File: src/rtl/control_fsm.sv
// control_fsm: multi-cycle control unit sequencing FETCH/DECODE/EXEC/MEM/WB.
// Instruction fields are decoded in DECODE and held in registers. Control
// outputs are then derived from the state and those registers. The data-memory
// access uses a req/ready handshake, guarded by a saturating timeout counter.
`timescale 1ns/1ps
module control_fsm #(
  parameter int MEM_TIMEOUT = 15
) (
  input  logic       clk,
  input  logic       areset,
  input  logic [6:0] OP,
  input  logic [2:0] Funct3,
  input  logic       Funct7,
  input  logic       ZF,
  input  logic       SF,
  input  logic       mem_ready,
  output logic       PCSrc,
  output logic       PCLoad,
  output logic [2:0] ALUControl,
  output logic       ALUSrc,
  output logic       ResultSrc,
  output logic [1:0] SEControl,
  output logic       mem_req,
  output logic       WD,
  output logic       W,
  output logic       halted,
  output logic [1:0] err_code
);

  typedef enum logic [2:0] {S_FETCH, S_DECODE, S_EXEC, S_MEM, S_WB, S_HALT} state_t;
  typedef enum logic [2:0] {C_R, C_I, C_LW, C_SW, C_BR} cls_t;

  localparam logic [6:0] OP_R  = 7'b0110011;
  localparam logic [6:0] OP_I  = 7'b0010011;
  localparam logic [6:0] OP_LW = 7'b0000011;
  localparam logic [6:0] OP_SW = 7'b0100011;
  localparam logic [6:0] OP_BR = 7'b1100011;

  localparam logic [2:0] ALU_ADD = 3'b000, ALU_SUB = 3'b001, ALU_AND = 3'b010,
                         ALU_OR  = 3'b011, ALU_XOR = 3'b100, ALU_SLT = 3'b101,
                         ALU_SLL = 3'b110, ALU_SRL = 3'b111;

  // Last MEM count value before a ready-less cycle triggers the timeout.
  localparam logic [7:0] TO_LAST = 8'(MEM_TIMEOUT - 1);

  state_t     r_state, w_state_next;
  cls_t       r_cls, w_cls;
  logic [2:0] r_alu, w_alu, w_alu_f3;
  logic       r_alusrc, w_alusrc;
  logic [1:0] r_se, w_se;
  logic [1:0] r_br;          // {use SF instead of ZF, invert condition}
  logic [7:0] r_cnt;
  logic [1:0] r_err;
  logic       w_illegal, w_f3_bad, w_taken, w_timeout;

  // Instruction decode from the live fields; only captured while in DECODE.
  always_comb begin
    w_alu_f3 = ALU_ADD;
    w_f3_bad = 1'b0;
    case (Funct3)
      3'b000:  w_alu_f3 = (OP == OP_R && Funct7) ? ALU_SUB : ALU_ADD;
      3'b001:  w_alu_f3 = ALU_SLL;
      3'b010:  w_alu_f3 = ALU_SLT;
      3'b100:  w_alu_f3 = ALU_XOR;
      3'b101:  w_alu_f3 = ALU_SRL;
      3'b110:  w_alu_f3 = ALU_OR;
      3'b111:  w_alu_f3 = ALU_AND;
      default: w_f3_bad = 1'b1;
    endcase

    w_cls     = C_R;
    w_alu     = ALU_ADD;
    w_alusrc  = 1'b0;
    w_se      = 2'b00;
    w_illegal = 1'b0;
    case (OP)
      OP_R:  begin w_cls = C_R;  w_alu = w_alu_f3; w_illegal = w_f3_bad; end
      OP_I:  begin w_cls = C_I;  w_alu = w_alu_f3; w_alusrc = 1'b1; w_illegal = w_f3_bad; end
      OP_LW: begin w_cls = C_LW; w_alusrc = 1'b1; end
      OP_SW: begin w_cls = C_SW; w_alusrc = 1'b1; w_se = 2'b01; end
      OP_BR: begin
        w_cls = C_BR;
        w_alu = ALU_SUB;
        w_se  = 2'b10;
        w_illegal = (Funct3[1] || Funct3 == 3'b011);
      end
      default: w_illegal = 1'b1;
    endcase
  end

  // Branch outcome uses the live ALU flags in EXEC; MEM timeout detection.
  assign w_taken   = (r_br[1] ? SF : ZF) ^ r_br[0];
  assign w_timeout = !mem_ready && (r_cnt >= TO_LAST);

  // State register.
  always_ff @(posedge clk) begin
    if (areset) r_state <= S_FETCH;
    else        r_state <= w_state_next;
  end

  // Decode registers, MEM timeout counter and sticky error code.
  always_ff @(posedge clk) begin
    if (areset) begin
      r_cls    <= C_R;
      r_alu    <= ALU_ADD;
      r_alusrc <= 1'b0;
      r_se     <= 2'b00;
      r_br     <= 2'b00;
      r_cnt    <= 8'd0;
      r_err    <= 2'b00;
    end else begin
      if (r_state == S_DECODE) begin
        r_cls    <= w_cls;
        r_alu    <= w_alu;
        r_alusrc <= w_alusrc;
        r_se     <= w_se;
        r_br     <= {Funct3[2], Funct3[0]};
        if (w_illegal) r_err <= 2'b01;
      end
      if (r_state == S_EXEC) begin
        r_cnt <= 8'd0;
      end else if (r_state == S_MEM && !mem_ready && r_cnt != 8'hFF) begin
        r_cnt <= r_cnt + 8'd1;
      end
      if (r_state == S_MEM && w_timeout) r_err <= 2'b10;
    end
  end

  // Next-state and control outputs; strobes default low in every state.
  always_comb begin
    w_state_next = r_state;
    PCSrc      = 1'b0;
    PCLoad     = 1'b0;
    ALUControl = 3'b000;
    ALUSrc     = 1'b0;
    ResultSrc  = 1'b0;
    SEControl  = 2'b00;
    mem_req    = 1'b0;
    WD         = 1'b0;
    W          = 1'b0;
    halted     = 1'b0;
    err_code   = r_err;
    if (r_state == S_EXEC || r_state == S_MEM || r_state == S_WB) begin
      ALUControl = r_alu;
      ALUSrc     = r_alusrc;
      SEControl  = r_se;
    end
    case (r_state)
      S_FETCH:  w_state_next = S_DECODE;
      S_DECODE: w_state_next = w_illegal ? S_HALT : S_EXEC;
      S_EXEC: begin
        case (r_cls)
          C_LW, C_SW: w_state_next = S_MEM;
          C_BR: begin
            PCLoad       = 1'b1;
            PCSrc        = w_taken;
            w_state_next = S_FETCH;
          end
          default: w_state_next = S_WB;
        endcase
      end
      S_MEM: begin
        mem_req = 1'b1;
        if (mem_ready) begin
          if (r_cls == C_SW) begin
            WD           = 1'b1;
            PCLoad       = 1'b1;
            w_state_next = S_FETCH;
          end else begin
            w_state_next = S_WB;
          end
        end else if (w_timeout) begin
          w_state_next = S_HALT;
        end
      end
      S_WB: begin
        W            = 1'b1;
        PCLoad       = 1'b1;
        ResultSrc    = (r_cls == C_LW);
        w_state_next = S_FETCH;
      end
      S_HALT: halted = 1'b1;
      default: w_state_next = S_FETCH;
    endcase
  end

endmodule

File: config.mk
export PLATFORM = sky130hd
export DESIGN_NAME = control_fsm
export DESIGN_NICKNAME = d
export VERILOG_FILES = /design/src/rtl/control_fsm.sv
export SDC_FILE = /design/constraint.sdc
export NUM_CORES = 1
export LEC_CHECK = 0
export CORE_UTILIZATION = 55
export CTS_BUF_LIST = sky130_fd_sc_hd__clkbuf_4 sky130_fd_sc_hd__clkbuf_8
export CTS_CLUSTER_DIAMETER = 60
export CTS_CLUSTER_SIZE = 10
export DETAILED_ROUTE_END_ITERATION = 8
export DONT_BUFFER_PORTS = 1
export PLACE_DENSITY = 0.7
export SETUP_SLACK_MARGIN = 0.2
export SKIP_LAST_GASP = 1
export SYNTH_ARGS = -nofsm -noshare
export SYNTH_HDL_FRONTEND = slang
export SYNTH_SLANG_ARGS = --single-unit
File: constraint.sdc
create_clock -name clk -period 1.9 [get_ports clk]
set_clock_uncertainty 0.2 [all_clocks]
set_input_delay 0.095 -clock clk [delete_from_list [all_inputs] [get_ports clk]]
set_output_delay 0.095 -clock clk [all_outputs]
set_load 0.005 [all_outputs]
; Yosys cells after proc, flatten, opt, wreduce, memory -nomap -nowiden
; Cells that the tools add are included.
[op_classes]
reduce_logical = 23
bitwise = 2
order_cmp = 1
n_mux = 32
n_eq_ne = 22
n_addsub = 1
[ops]
columns = operator, n
row1 = == test 3 bit (second input constant), 7
row2 = case mux 3 bit (7 select lines), 1
row3 = == test 3 x 2 -> 1 bit (second input constant), 6
row4 = 2-to-1 mux 1 bit, 15
row5 = 2-to-1 mux 3 bit, 5
row6 = case mux 3 bit (5 select lines), 1
row7 = == test 7 x 6 -> 1 bit (second input constant), 2
row8 = case mux 3 bit (2 select lines), 2
row9 = case mux 3 bit (4 select lines), 1
row10 = OR reduction 2 bit, 5
row11 = adder 8 x 1 -> 8 bit (second input constant), 1
row12 = >= comparator 8 x 4 -> 1 bit (second input constant), 1
row13 = 2-to-1 mux 2 bit, 4
row14 = != test 8 bit (second input constant), 1
row15 = == test 7 x 2 -> 1 bit (second input constant), 1
row16 = == test 7 x 5 -> 1 bit (second input constant), 1
row17 = == test 7 bit (second input constant), 1
row18 = OR reduction 7 bit, 1
row19 = == test 3 x 1 -> 1 bit (second input constant), 2
row20 = logical NOT 3 bit, 2
row21 = case mux 1 bit (3 select lines), 2
row22 = AND reduction 2 bit, 3
row23 = logical AND 1 bit, 5
row24 = case mux 2 bit (2 select lines), 1
row25 = 7 further kinds, 10
[totals]
ff_bits = 24
input_bits = 16
out_inout_bits = 15
elab_cells = 90

; Depth between registers and ports, before layout
[depth]
word_depth = 7
mapped_depth = 6
depth_no_buf = 6

; Least setup slack after synthesis
; OpenSTA, ideal clock, no wires.
[synth_timing]
kind = register to register
from = reg r_state[1]
to = reg r_cnt[7]
synth_period_minus_slack_ps = 1650
n_path_buf = 1
setup_ps = 59
arrival_time_ps = 1390
t_required_ps = 1641
path_slack_ps = 250
stages_incl_launch_ff = 6
cell_sequence = dfxtp_1 nor3b_2 or2_1 buf_6 or4_1 nand2_1
[synth_via]
elab_chain_len = 3
elab_cells_between_ends = 5
classes_between = eq/ne: 2 / reduce/logical: 3
[synth_lines]
columns = item, line_no
row1 = start: declaration, 46  ; state_t r_state, w_state_next;
row2 = start signal: assignment, 98  ; else r_state <= w_state_next;
row3 = == test 3 x 2 -> 1 bit, 122  ; end else if (r_state == S_MEM && !mem_ready && r_cnt != 8'hFF) begin
row4 = logical AND 1 bit (2 in a row), 122
row5 = end signal: assignment, 123  ; r_cnt <= r_cnt + 8'd1;
row6 = end: declaration, 52  ; logic [7:0] r_cnt;
; Several ways; a longest one is shown, not always the timed one.
; A chain may end at the register's enable or synchronous reset.

; Worst setup path in the final report
[layout_timing]
from = reg r_state[1]
to = out PCLoad
[layout_via]
elab_chain_len = 2
elab_cells_between_ends = 4
classes_between = eq/ne: 3 / mux: 1
[layout_lines]
columns = item, line_no
row1 = == test 3 bit or == test 3 x 2 -> 1 bit (tied branches), 148  ; case (r_state)
row2 = case mux 1 bit (3 select lines) (*), 148
row3 = end: declaration, 18  ; output logic PCLoad,
; Mark *: on every way between the ends. The rest lies on a longest branch, timed or not.

==> results by group <==
Power
  – Total Power: between 900 and 1000 uW
  – Total power per unit cell area: 598 nW/um^2
  – VDD IR max: 0.508 mV
  – Cell leakage power: about 0.00060 uW

GRT
  – GR Overflow Total: 0
  – Gr usage total: a little over a quarter
  – Met3 Usage GRT: a little under 6%
  – First-pass GRT wire length: around 5.2 mm
  – Vias in the first global route: 1,190
  – GRT Max-Usage Layer: met2
  – GR Util met2: about 40%
  – Met1 usage: 34.8%
  – Initial antenna violation count: 0
  – Largest net degree at the start of global routing: 20

Finish
  – Commonest non-fill, non-tap cell in the layout: nand2_1
  – Register area: 497 sq um
  – Footprint of the multi-input gates: roughly 900 sq um
  – Antenna fix cells: 0
  – Fillers: ~190
  – Most frequent cells in the layout: 23 x nand2_1, 19 x dfxtp_1, 16 x nor2_1, 16 x a21oi_1, 12 x dlygate4sd3_1
  – Share of layout cells above drive strength 1: 16.9%
  – Layout area overhead: 20.2%
  – # nets final: about 210

STA
  – Peak Freq: 0.567 GHz
  – Final Max Tran Viols: 0
  – Worst slew pin tran: between 0.7 and 0.8 ns
  – Period utilisation layout: 92.8%
  – Unrepaired setup endpoints after global routing: true
  – Setup_tns: 0 ns
  – Hold Fails Final Rpt: 0
  – Setup WS post-layout: around 0.14 ns
  – Max_slew headroom: 52.5%
  – Post-layout minimum cycle time: between 1.5 and 2 ns
  – Final setup viols: 0

Synth
  – Post-Syn Area: 1380 sq um
  – Synth Warn #: 0
  – Asr flop ratio synth: 0%
  – Sequential share of the synthesized area: around a third
  – Synth Area per Inst: roughly 8 sq um
  – Distinct cells, synth: 45
  – Post-synth EDFFs: 0
  – Area leader, netlist: dfxtp_1
  – Primary FF master, synth: dfxtp_1
  – Synth Instances: ~170
  – Post-Syn Nets: between 150 and 200
  – Synth area leaders: dfxtp_1 35%, nand2_1 6.3%, a21oi_1 5.8%, nor2_1 4.6%, nor2b_1 4.1%
  – Flops & latches, synth: 24
  – Top cell type's share of synthesized area: between 30% and 40%

Job
  – Maxcap violations: 0

Drt
  – Post-DR wirelength/cell: ~15 um
  – DR iter-0 viols: 23
  – Routed vias: about 1,300
  – WL final: 3.27 mm
  – Via/cell ratio: roughly 6
  – First-pass iteration count of the detailed router: 4
  – DRC Markers: 0
  – Remaining antenna violation count after routing: 0

Worst setup path
  – Startpoint types: flip-flop
  – Setup crit end kind: output pin
  – CP Max Fanout: 7
  – Type of the worst setup path: reg -> out
  – Data arrival, critical path: ~1.5 ns
  – CP required: 1.60 ns

Clock network
  – CTS Buf Count: 3
  – Root buf cell: clkbuf_4
  – CTS tree: yes
  – H-tree Lvls: 1
  – Clock Latency Late Sink: roughly 0.32 ns
  – Longest Clk Path Bufs: 2
  – Clock sinks: 24
  – Clk pin slew, worst setup/hold paths: between 0.1 and 0.15 ns

Floorplan
  – Die Y: between 50 and 60 um
  – Die ar.: roughly 2700 sq um
  – Row count: 17
  – Core area: approximately 2300 sq um
  – Initial core utilization: 60.5%
  – Die W: 52.0 um
  – Top Ports: 31

Place
  – PortBufs: 0
  – Place WS: just over 0.09 ns
  – Final GP Congestion: around 0.9
  – Final HPWL DP: 2.17 mm

Worst hold path
  – Worst hold path type: in -> reg

Run status
  – Run status: finished clean
-- cell type report --
class	instances	share of cell area, %
Inverter	6	1.36
Timing Repair Buffer	22	11.9
Tap cell	28	2.12
Clock buffer	3	1.36
Sequential cell	24	30.0
Multi-Input combinational cell	134	53.2
-- synthesized netlist by cell type, types with 2 or more instances --
cell / n
o2111ai_1: 2
nor2b_1: 9
o211ai_1: 3
mux2i_1: 2
nand2b_1: 2
dfxtp_1: 24
nor2_1: 17
nor3b_2: 2
and2_1: 3
o31a_1: 2
o21a_1: 2
buf_4: 3
nand2_1: 23
a21oi_1: 16
a31oi_1: 2
xor2_1: 5
clkbuf_1: 3
and3_1: 3
xnor2_1: 2
nand3_1: 9
nor3b_1: 2
ha_1: 2
nand4_1: 3
inv_1: 6
nor4_1: 2
o21ai_0: 3
buf_2: 2
o22ai_1: 2
-- metal layers --
layer	wire, um	vias to the layer above
li1	-	643
met1	1540	605
met2	1460	47
met3	204	5
met4	60	0
met5	0	-
-- worst paths after layout --
check              from           to  slack (ns)  depth (start not counted)
max          r_state[1]       PCLoad        0.14                          4
min           mem_ready  err_code[1]       0.006                          3
max reg2reg  r_state[2]     r_cnt[7]        0.23                          4
min reg2reg    r_alu[1]     r_alu[1]        0.26                          2
-- per-stage QoR --
| step | area [sq um] | utilization [%] | hold slack [ns] | cells |
|---|---|---|---|---|
| floorplan | 1380 | - | 0.0310 | 173 |
| global placement | 1400 | 61.3 | -0.0325 | 197 |
| detailed placement | 1400 | 61.3 | -0.0314 | 197 |
| CTS | 1590 | 69.7 | 0.00588 | 214 |
| global route | 1660 | 72.7 | 0.0143 | 217 |
| finish | 1660 | 72.7 | 0.00647 | 217 |
-- sequential cells by signal, summed over array words and instances, names as in the netlist --
| signal | count |
|---|---|
| r_cnt | 8 |
| err_code | 2 |
| r_state | 3 |
| r_br | 2 |
| r_alusrc | 1 |
| r_cls | 3 |
| r_se | 2 |
| r_alu | 3 |
-- critical path: stages, from the launching register on --
cell     delay (ns)
dfxtp_4        0.40
nor3b_4        0.16
buf_4          0.14
nand3_2        0.07
or3b_4         0.38
-- what timing repair did --
| item | CTS | global route |
|---|---|---|
| endpoints found under the setup margin | 27 | 28 |
| gates resized for setup | 10 | 14 |
| endpoints found under the hold margin | 24 | 2 |
| pin swaps | 0 | 3 |
| hold buffers | 13 | 1 |
| setup buffers | 1 | 3 |
-- power by group --
| part | switching (uW) | total, uW | internal, uW |
|---|---|---|---|
| combinational | 107 | 210 | 104 |
| sequential | 33.4 | 556 | 523 |
| clock | 149 | 224 | 74.5 |
| total | 290 | 991 | 701 |
-- cells by family (layout without fill, tap and decap cells) --
logic type               after synthesis  in the layout  share of synthesized area (%)
AND/OR/NAND/NOR                       86             86                           34.1
AO/OA/AOI/OAI                         36             36                           16.9
flip-flops                            24             24                           34.9
buffers and inverters                 15             31                           5.63
XOR/XNOR                               7              7                           4.45
multiplexers                           3              3                           2.27
adder cells (fa/ha/maj)                2              2                           1.82
Note: power is estimated with default switching activity, not from simulation.
